**src/rtl/button_event_decoder.sv**
```systemverilog
// Button conditioner: 2-flop synchronizer, debouncer and gesture FSM that
// turns the raw active-low pin into single-cycle press/release/short/long/double events.
module button_event_decoder #(
    parameter int DEBOUNCE_CYCLES   = 240000,
    parameter int LONG_CYCLES       = 12000000,
    parameter int DOUBLE_GAP_CYCLES = 3600000
) (
    input  logic CLK,
    input  logic RST_N,
    input  logic USER_BTN,
    output logic BTN_LEVEL,
    output logic PRESS,
    output logic RELEASE,
    output logic SHORT_PRESS,
    output logic LONG_PRESS,
    output logic DOUBLE_PRESS
);

    localparam int DW = $clog2(DEBOUNCE_CYCLES + 1);
    localparam int HW = $clog2(LONG_CYCLES + 1);
    localparam int GW = $clog2(DOUBLE_GAP_CYCLES + 1);

    localparam logic [DW-1:0] DC_MAX  = DW'(DEBOUNCE_CYCLES);
    localparam logic [HW-1:0] HC_MAX  = HW'(LONG_CYCLES);
    localparam logic [HW-1:0] HC_LAST = HW'(LONG_CYCLES - 1);
    localparam logic [GW-1:0] GC_LAST = GW'(DOUBLE_GAP_CYCLES - 1);

    typedef enum logic [2:0] {
        IDLE,
        HELD,
        LONG_HELD,
        WAIT_SECOND,
        SECOND_HELD
    } state_t;

    logic [1:0]    sync_q;
    logic          s;
    logic          db;
    logic [DW-1:0] dc;
    logic          toggle;
    logic          press_evt;
    logic          release_evt;
    state_t        state;
    logic [HW-1:0] hc;
    logic [GW-1:0] gc;

    // Both stages reset to the released level so reset never looks like a press.
    always_ff @(posedge CLK or negedge RST_N) begin
        if (!RST_N) begin
            sync_q <= 2'b11;
        end else begin
            sync_q <= {sync_q[0], USER_BTN};
        end
    end

    assign s = ~sync_q[1];

    // Level flips only once the disagreement has persisted for the full window.
    assign toggle      = (s != db) && (dc == DC_MAX);
    assign press_evt   = toggle && !db;
    assign release_evt = toggle && db;

    always_ff @(posedge CLK or negedge RST_N) begin
        if (!RST_N) begin
            db      <= 1'b0;
            dc      <= '0;
            PRESS   <= 1'b0;
            RELEASE <= 1'b0;
        end else begin
            PRESS   <= press_evt;
            RELEASE <= release_evt;
            if (s == db) begin
                dc <= '0;
            end else if (toggle) begin
                db <= ~db;
                dc <= '0;
            end else begin
                dc <= dc + 1'b1;
            end
        end
    end

    assign BTN_LEVEL = db;

    // Gesture FSM reacts to the same-edge debounce events so its pulses align with PRESS/RELEASE.
    always_ff @(posedge CLK or negedge RST_N) begin
        if (!RST_N) begin
            state        <= IDLE;
            hc           <= '0;
            gc           <= '0;
            SHORT_PRESS  <= 1'b0;
            LONG_PRESS   <= 1'b0;
            DOUBLE_PRESS <= 1'b0;
        end else begin
            SHORT_PRESS  <= 1'b0;
            LONG_PRESS   <= 1'b0;
            DOUBLE_PRESS <= 1'b0;
            case (state)
                IDLE: begin
                    if (press_evt) begin
                        state <= HELD;
                        hc    <= '0;
                    end
                end
                HELD: begin
                    if (release_evt) begin
                        state <= WAIT_SECOND;
                        gc    <= '0;
                    end else begin
                        if (hc != HC_MAX) hc <= hc + 1'b1;
                        if (hc == HC_LAST) begin
                            LONG_PRESS <= 1'b1;
                            state      <= LONG_HELD;
                        end
                    end
                end
                LONG_HELD: begin
                    if (release_evt) state <= IDLE;
                end
                WAIT_SECOND: begin
                    // A press on the expiry cycle still counts as a double.
                    if (press_evt) begin
                        DOUBLE_PRESS <= 1'b1;
                        state        <= SECOND_HELD;
                    end else if (gc == GC_LAST) begin
                        SHORT_PRESS <= 1'b1;
                        state       <= IDLE;
                    end else begin
                        gc <= gc + 1'b1;
                    end
                end
                SECOND_HELD: begin
                    if (release_evt) state <= IDLE;
                end
                default: state <= IDLE;
            endcase
        end
    end

endmodule

```
**config.mk**
```make
export PLATFORM = sky130hd
export DESIGN_NAME = button_event_decoder
export DESIGN_NICKNAME = d
export VERILOG_FILES = /design/src/rtl/button_event_decoder.sv
export SDC_FILE = /design/constraint.sdc
export NUM_CORES = 1
export LEC_CHECK = 0
export CAP_MARGIN = 0
export CORE_MARGIN = 1.5
export CORE_UTILIZATION = 65
export DETAILED_ROUTE_END_ITERATION = 6
export GPL_TIMING_DRIVEN = 0
export PLACE_DENSITY = 0.91
export SYNTH_ARGS = -nofsm -noshare
export SYNTH_HDL_FRONTEND = slang
export SYNTH_SLANG_ARGS = --single-unit
```
**constraint.sdc**
```tcl
create_clock -name CLK -period 6.3 [get_ports CLK]
set_input_delay 0.63 -clock CLK [delete_from_list [all_inputs] [get_ports CLK]]
set_output_delay 0.63 -clock CLK [all_outputs]
set_load 0.03 [all_outputs]
```
==> results_dict.tcl, run 1 <==
set metrics [dict create \
    die_area_um2 6950 \
    fin_util 0.731 \
    core.rowCount 29 \
    timing.setup.critical_path_class "reg2reg" \
    antenna_violations_before_repair 0 \
    grt_overflow_total 0 \
    clock_skew_ns 0.00847 \
    maximum_number_of_pins_on_one_net_before_global_route_repair 76 \
    port-buffer-count 8 \
    fin_crit_ns 2.95 \
    placeableCoreArea_um2 6310 \
    hold_slack_ns 0.361 \
    crit_chain "ha_1 > nand3_1 > nor3_1 > a21oi_1 > clkbuf_1 > clkbuf_1 > a31oi_1 > a21oi_1" \
    worstSkewPairLatency_ns 0.36 \
    status "finished clean" \
    post_cts_resize_count 0 \
    initial_core_util 0.665 \
    drive_above_1_share 0.0629 \
    avgSynthCellArea_um2 9.27 \
    placed_cells 538 \
    ant_nets 0 \
    router_iterations_before_antenna_repair 5 \
    postCtsHoldBufs 0 \
    post_synth_top_flop "sky130_fd_sc_hd__dfrtp_1" \
    worst_setup_path_end_kind "flip-flop" \
    post_layout_nonfiller_instances 554 \
    viasPerCell 7.09 \
    regToRegStartpoint "gc[0]" \
    netlist_top_cells_area "sky130_fd_sc_hd__dfrtp_1, sky130_fd_sc_hd__nand4_1, sky130_fd_sc_hd__a221o_1" \
    vias 3929 \
    critPathMaxStageDelay_ns 0.64 \
    timing.critical_path.arrival_ns 3.16 \
    design_area_um2 4620 \
    routed_wire_length_per_instance_um 19.3 \
    place_hpwl_um 7110 \
    crit_required_ns 6.51 \
    min-delay-path-class "reg2reg" \
    pwr_density_cell_nw_per_um2 208 \
    post_cts_buffers 0 \
    crit_path_max_fanout 10 \
    hp-start "sync_q[0]" \
    synth.ff_latch_count 75 \
    cellLeakagePower_nw 1.88 \
    slew_headroom 0.326 \
    clk_path_buf_depth 2 \
    routabilityCongestion 0.883 \
    synthToLayoutAreaGrowth_pct 9.89 \
    post_synth_instance_area_um2 4200 \
    ctsHtreeMaxLevel 3 \
    postRouteWirelength_um 10700 \
    synth_enable_flop_cells 0 \
    slowest_stage "sky130_fd_sc_hd__nor3_1" \
    number_of_buffers_created_by_cts 9 \
    dpl_cell_area_um2 4370 \
    clk_transition_reported_paths_ns 0.07 \
    synth.top_cell.area_share 0.435 \
    die_x_um 83.4 \
    tritoncts "built" \
    design_power_total_mw 0.960 \
    setup-tns-final_ns 0 \
    total_setup_violations_reported_at_the_end_of_the_flow 0 \
    io-pin-count 9 \
    number_of_max_slew_violations_in_the_final_report 0 \
    synth_async_sr_flop_share 1.00 \
    grt_pass1_vias 3868 \
    chipHeight_um 83.4 \
    vdd.ir_drop.worst_mv 0.159 \
    synth_cell_types 57 \
    global_route_wire_length_before_repair_um 17900 \
    final_min_period_over_clock_period 0.469 \
    final_nets 480 \
    cts-root-buf "sky130_fd_sc_hd__clkbuf_8" \
    track_usage 0.318 \
    synthesis.nets 461 \
    max_cap_viol_count 0 \
    clock_sinks 75 \
    rsz0062_at_grt "false" \
    route.detailed.drc 0 \
    antennaDiodeCount 0 \
    setup_ws_ns 3.35 \
    max_freq_mhz 339 \
    syn_inst 453 \
    synth_seq_area_share 0.447 \
    yosys.area.top_type "sky130_fd_sc_hd__dfrtp_1" \
    final_hold_viol_count 0 \
    worst_setup_path_start_kind "flip-flop" \
    worst_pin_slew_ns 1.00 \
    first_iter_violations 419 \
    dp_slack_ns 3.53 \
    ys_warn_count 0 \
    cp-startpoint "gc[0]" \
]
==> worst paths after layout <==
check	to	slack, ns	cells after the start
worst max-delay path	gc[3]	3.35	8
worst min-delay path	sync_q[1]	0.36	0
worst max register to register	gc[3]	3.35	8
worst min register to register	sync_q[1]	0.36	0
max in group asynchronous	dc[1]	5.28	1
min in group asynchronous	hc[7]	0.41	1
==> per-layer routing <==
| layer | vias up | global-route usage | share of wire |
|---|---|---|---|
| li1 | 1762 | - | - |
| met1 | 1899 | 0.411 | 0.41 |
| met3 | 43 | 0.0457 | 0.073 |
| met2 | 225 | 0.528 | 0.48 |
| met5 | - | 0 | 0 |
| met4 | 0 | 0.156 | 0.032 |
==> report_power, final <==
group	total (mW)	switching, mW	leakage, nW	internal, mW
logic	0.0169	0.0131	0.717	0.00381
registers	0.486	0.00217	1.04	0.484
clock network	0.457	0.184	0.123	0.273
==> synthesized netlist by cell type (2+ instances only) <==
| library cell | n |
|---|---|
| sky130_fd_sc_hd__dfrtp_1 | 73 |
| sky130_fd_sc_hd__nor2_1 | 35 |
| sky130_fd_sc_hd__nand3_1 | 28 |
| sky130_fd_sc_hd__nand2_1 | 27 |
| sky130_fd_sc_hd__nand4_1 | 25 |
| sky130_fd_sc_hd__nor4_1 | 22 |
| sky130_fd_sc_hd__inv_1 | 20 |
| sky130_fd_sc_hd__clkbuf_1 | 18 |
| sky130_fd_sc_hd__nor3_1 | 17 |
| sky130_fd_sc_hd__a31oi_1 | 16 |
| sky130_fd_sc_hd__a221o_1 | 14 |
| sky130_fd_sc_hd__and2_1 | 13 |
| sky130_fd_sc_hd__o21ai_0 | 13 |
| sky130_fd_sc_hd__a21oi_1 | 12 |
| sky130_fd_sc_hd__xnor2_1 | 11 |
| sky130_fd_sc_hd__and3_1 | 10 |
| sky130_fd_sc_hd__and4_1 | 8 |
| sky130_fd_sc_hd__xor2_1 | 8 |
| sky130_fd_sc_hd__o221ai_1 | 6 |
| sky130_fd_sc_hd__o22a_1 | 6 |
| sky130_fd_sc_hd__ha_1 | 5 |
| sky130_fd_sc_hd__buf_2 | 4 |
| sky130_fd_sc_hd__nor2b_1 | 4 |
| sky130_fd_sc_hd__or4_1 | 4 |
| sky130_fd_sc_hd__a22o_1 | 3 |
| sky130_fd_sc_hd__and4b_1 | 3 |
| sky130_fd_sc_hd__nand2b_1 | 3 |
| sky130_fd_sc_hd__nor3b_1 | 3 |
| sky130_fd_sc_hd__nor4b_1 | 3 |
| sky130_fd_sc_hd__nor4bb_1 | 3 |
| sky130_fd_sc_hd__o21a_1 | 3 |
| sky130_fd_sc_hd__or3_1 | 3 |
| sky130_fd_sc_hd__a211oi_1 | 2 |
| sky130_fd_sc_hd__a21bo_2 | 2 |
| sky130_fd_sc_hd__a21o_1 | 2 |
| sky130_fd_sc_hd__dfstp_2 | 2 |
| sky130_fd_sc_hd__or2_2 | 2 |
==> cell type report <==
cell class	instances	area, µm²
Buffer	23	92.6
Clock buffer	11	141
Clock inverter	5	100
Fill cell	463	1700
Inverter	20	75.1
Multi-Input combinational cell	335	2150
Sequential cell	75	1880
Tap cell	77	96.3
Timing Repair Buffer	8	77.6
==> critical path: cells and delay by family (launching register included) <==
kind / cells / cell delay, ns
and+or+nand+nor: 2 / 0.91
AOI/OAI and AO/OA: 3 / 0.64
buffers and inverters: 2 / 0.62
DFF: 1 / 0.41
adders and majority gates: 1 / 0.22
==> cell families after synthesis <==
family                     count (synthesis)  synth area share
buffers and inverters                     43            0.0399
DFF                                       75             0.447
and+or+nand+nor                          219             0.296
muxes                                      1           0.00268
adders and majority gates                  5            0.0149
AOI/OAI and AO/OA                         91             0.159
xor gates and xnor gates                  19            0.0396
==> flip-flops by register name (all words and copies together) (netlist names) <==
name          cells
RELEASE           1
hc               24
state             3
gc               22
SHORT_PRESS       1
dc               18
DOUBLE_PRESS      1
PRESS             1
LONG_PRESS        1
sync_q            2
BTN_LEVEL         1
==> placed cells by master, fill, tap and decap left out, types with 5 or more instances in the layout <==
cell type and instances:
sky130_fd_sc_hd__nand4_1 25, sky130_fd_sc_hd__nor3_1 17, sky130_fd_sc_hd__nor2_1 35, sky130_fd_sc_hd__clkdlybuf4s50_1 7, sky130_fd_sc_hd__nand3_1 28, sky130_fd_sc_hd__dfrtp_1 73, sky130_fd_sc_hd__and3_1 10, sky130_fd_sc_hd__a31oi_1 16
sky130_fd_sc_hd__and2_1 13, sky130_fd_sc_hd__o21ai_0 13, sky130_fd_sc_hd__xnor2_1 11, sky130_fd_sc_hd__inv_1 20, sky130_fd_sc_hd__nor4_1 22, sky130_fd_sc_hd__clkbuf_8 10, sky130_fd_sc_hd__ha_1 5, sky130_fd_sc_hd__and4_1 8
sky130_fd_sc_hd__clkbuf_1 19, sky130_fd_sc_hd__o221ai_1 6, sky130_fd_sc_hd__nand2_1 27, sky130_fd_sc_hd__a21oi_1 12, sky130_fd_sc_hd__xor2_1 8, sky130_fd_sc_hd__a221o_1 14, sky130_fd_sc_hd__o22a_1 6
No activity file was read; power rests on OpenSTA's default activity.
==> run 2: changes to the inputs <==
--- a/config.mk
+++ b/config.mk
@@ -7,10 +7,10 @@
 export LEC_CHECK = 0
 export CAP_MARGIN = 0
 export CORE_MARGIN = 1.5
-export CORE_UTILIZATION = 65
+export CORE_UTILIZATION = 62
 export DETAILED_ROUTE_END_ITERATION = 6
 export GPL_TIMING_DRIVEN = 0
-export PLACE_DENSITY = 0.91
+export PLACE_DENSITY = 0.88
 export SYNTH_ARGS = -nofsm -noshare
 export SYNTH_HDL_FRONTEND = slang
 export SYNTH_SLANG_ARGS = --single-unit
==> constraint.sdc (replaced) <==
create_clock -name CLK -period 2.8 [get_ports CLK]
set_input_delay 0.28 -clock CLK [delete_from_list [all_inputs] [get_ports CLK]]
set_output_delay 0.28 -clock CLK [all_outputs]
set_load 0.03 [all_outputs]
==> run 2 against run 1 <==
Count of clock-buffer cells in the layout is 2 higher. Critical path type unchanged. Clock skew rose by 0.0028 ns. Wire length down 2.4%. Critical endpoint is now hc[16]. Register-to-register slack got worse by 3.2 ns. Via count down 1.6%. Combinational power increased to 2.7 times the previous value. Total power rose by 110%. Fmax rose by 13%.
==> results_dict.tcl, run 2 (synthesized netlist as in run 1, its figures left out) <==
set metrics [dict create \
    final_min_period_over_clock_period 0.932 \
    detailroute.wirelength.met2_um 5080 \
    min-delay-path-class "in2reg" \
    status "finished clean" \
    vias 3868 \
    worstSkewPairLatency_ns 0.36 \
    number_of_buffers_created_by_cts 9 \
    timing.critical_path.arrival_ns 2.84 \
    route.layer.met1.wl_um 4490 \
    worst_setup_path_endpoint "hc[16]" \
    cellLeakagePower_nw 1.89 \
    crit_chain "xnor2_1 > and4b_1 > a31oi_1 > or3_1 > clkbuf_1 > buf_2 > a221o_1" \
    regToRegStartpoint "BTN_LEVEL" \
    timing.reg2reg.setup_slack_ns 0.19 \
    io-pin-count 9 \
    critPathMaxStageDelay_ns 0.48 \
    grt_pass1_vias 3771 \
    slew_headroom 0.325 \
    place_hpwl_um 6840 \
    timing.setup.critical_path_class "reg2reg" \
    global_route_wire_length_before_repair_um 17500 \
    clk_path_buf_depth 2 \
    port-buffer-count 8 \
    final_hold_viol_count 0 \
    grt_overflow_total 0 \
    die_x_um 85.3 \
    chipHeight_um 85.3 \
    viasPerCell 6.94 \
    total_setup_violations_reported_at_the_end_of_the_flow 0 \
    slowest_stage "sky130_fd_sc_hd__dfrtp_1" \
    fin_util 0.720 \
    number_of_max_slew_violations_in_the_final_report 0 \
    design_area_um2 4650 \
    fin_crit_ns 2.61 \
    antenna_violations_before_repair 0 \
    track_usage 0.298 \
    setup-tns-final_ns 0 \
    worst_pin_slew_ns 1.00 \
    ctsHtreeMaxLevel 3 \
    topRoutingLayerUsed "met4" \
    top_regs "hc x24, gc x22, dc x18" \
    clock_sinks 75 \
    clk_transition_reported_paths_ns 0.08 \
    router_iterations_before_antenna_repair 7 \
    cp-startpoint "BTN_LEVEL" \
    placed_cells 539 \
    antennaDiodeCount 0 \
    die_area_um2 7280 \
    crit_required_ns 3.03 \
    core.rowCount 29 \
    vdd.ir_drop.worst_mv 0.296 \
    synthToLayoutAreaGrowth_pct 10.8 \
    r2r_cells 7 \
    hold_slack_ns 0.330 \
    routabilityCongestion 0.884 \
    first_iter_violations 322 \
    critical_path.reg2reg.endpoint "hc[16]" \
    most-common-layout-cells "sky130_fd_sc_hd__dfrtp_1, sky130_fd_sc_hd__nor2_1, sky130_fd_sc_hd__nand3_1" \
    top_register "hc" \
    cts-root-buf "sky130_fd_sc_hd__clkbuf_8" \
    max_cap_viol_count 0 \
    clock_skew_ns 0.0112 \
    final_nets 483 \
    pwr_density_cell_nw_per_um2 438 \
    met3_wirelength_from_detailed_routing_um 654 \
    dpl_cell_area_um2 4390 \
    initial_core_util 0.650 \
    path_depth 7 \
    max_freq_mhz 383 \
    post_layout_nonfiller_instances 557 \
    crit_path_max_fanout 10 \
    maximum_number_of_pins_on_one_net_before_global_route_repair 42 \
    postRouteWirelength_um 10400 \
    ant_nets 0 \
    drive_above_1_share 0.0813 \
    worst_setup_path_end_kind "flip-flop" \
    fillers 484 \
    routed_wire_length_per_instance_um 18.7 \
    worst_setup_path_start_kind "flip-flop" \
    largest_register_ff_count 24 \
    most_common_library_cell_in_the_layout_ignoring_fill_and_taps "sky130_fd_sc_hd__dfrtp_1" \
    rsz0062_at_grt "false" \
    placeableCoreArea_um2 6460 \
    critical-path-top-delay-family "simple AND/OR/NAND/NOR gates" \
    crit_buf_inv 2 \
    route.detailed.drc 0 \
    tritoncts "built" \
]
run 2: changes by cell type in the layout (fill, tap and decap cells not counted), moves of 2 or more:
cell / before / now
sky130_fd_sc_hd__clkbuf_1: 19 / 16
sky130_fd_sc_hd__nor4_1: 22 / 20
sky130_fd_sc_hd__clkbuf_2: 1 / 4
sky130_fd_sc_hd__nor4_2: 0 / 2
sky130_fd_sc_hd__clkinvlp_4: 0 / 2
sky130_fd_sc_hd__clkinv_2: 2 / 0
sky130_fd_sc_hd__bufinv_16: 3 / 1
sky130_fd_sc_hd__clkbuf_8: 10 / 12
run 2: metrics by stage:
step | power [mW] | worst slack (ns)
after global placement | 1.15 | -1.06
after detailed placement | 1.16 | 0.0523
after global routing | 2.09 | 0.0243
after CTS | 2.05 | 0.0739
after floorplan | 1.13 | 0.532
final | 2.04 | 0.189
run 2: layout make-up:
| class | instances | area, µm² | share of cell area |
|---|---|---|---|
| plain buffers | 23 | 96.3 | 0.0207 |
| multi-input cells | 335 | 2180 | 0.468 |
| repair buffers | 11 | 115 | 0.0247 |
| flip-flops and latches | 75 | 1880 | 0.404 |
| inverters | 20 | 75.1 | 0.0161 |
| well taps | 77 | 96.3 | 0.0207 |
| clock inverters | 3 | 45.0 | 0.00968 |
| clock buffers | 13 | 169 | 0.0363 |
run 2: worst min-delay path by stage:
stage               from         to  slack (ns)  cells past startpoint
2_1_floorplan      RST_N  BTN_LEVEL       -0.02                      0
3_3_place_gp   sync_q[0]  sync_q[1]        0.35                      0
3_5_place_dp       RST_N      hc[7]        0.26                      1
4_1_cts         USER_BTN  sync_q[0]        0.33                      1
5_1_grt         USER_BTN  sync_q[0]        0.32                      1
6_report        USER_BTN  sync_q[0]        0.33                      1
run 2: power by group:
| part | switching (mW) | total (mW) | internal (mW) |
|---|---|---|---|
| Combinational | 0.0319 | 0.0451 | 0.0132 |
| Sequential | 0.00517 | 1.09 | 1.09 |
| Clock | 0.416 | 0.901 | 0.486 |
| Total | 0.453 | 2.04 | 1.59 |
run 2: timing repair:
action,in CTS,in global routing
cloned,0,0
pin swaps,0,1
hold buffers,1,0
resized for setup,1,9
endpoints found under the hold margin,32,0
setup buffers,0,1
endpoints found under the setup margin,2,39
run 2: layer usage:
metal  up-vias  GRT usage
li1       1770          -
met1      1884      0.390
met2       190      0.473
met3        24     0.0691
met4         0      0.142
met5         -          0
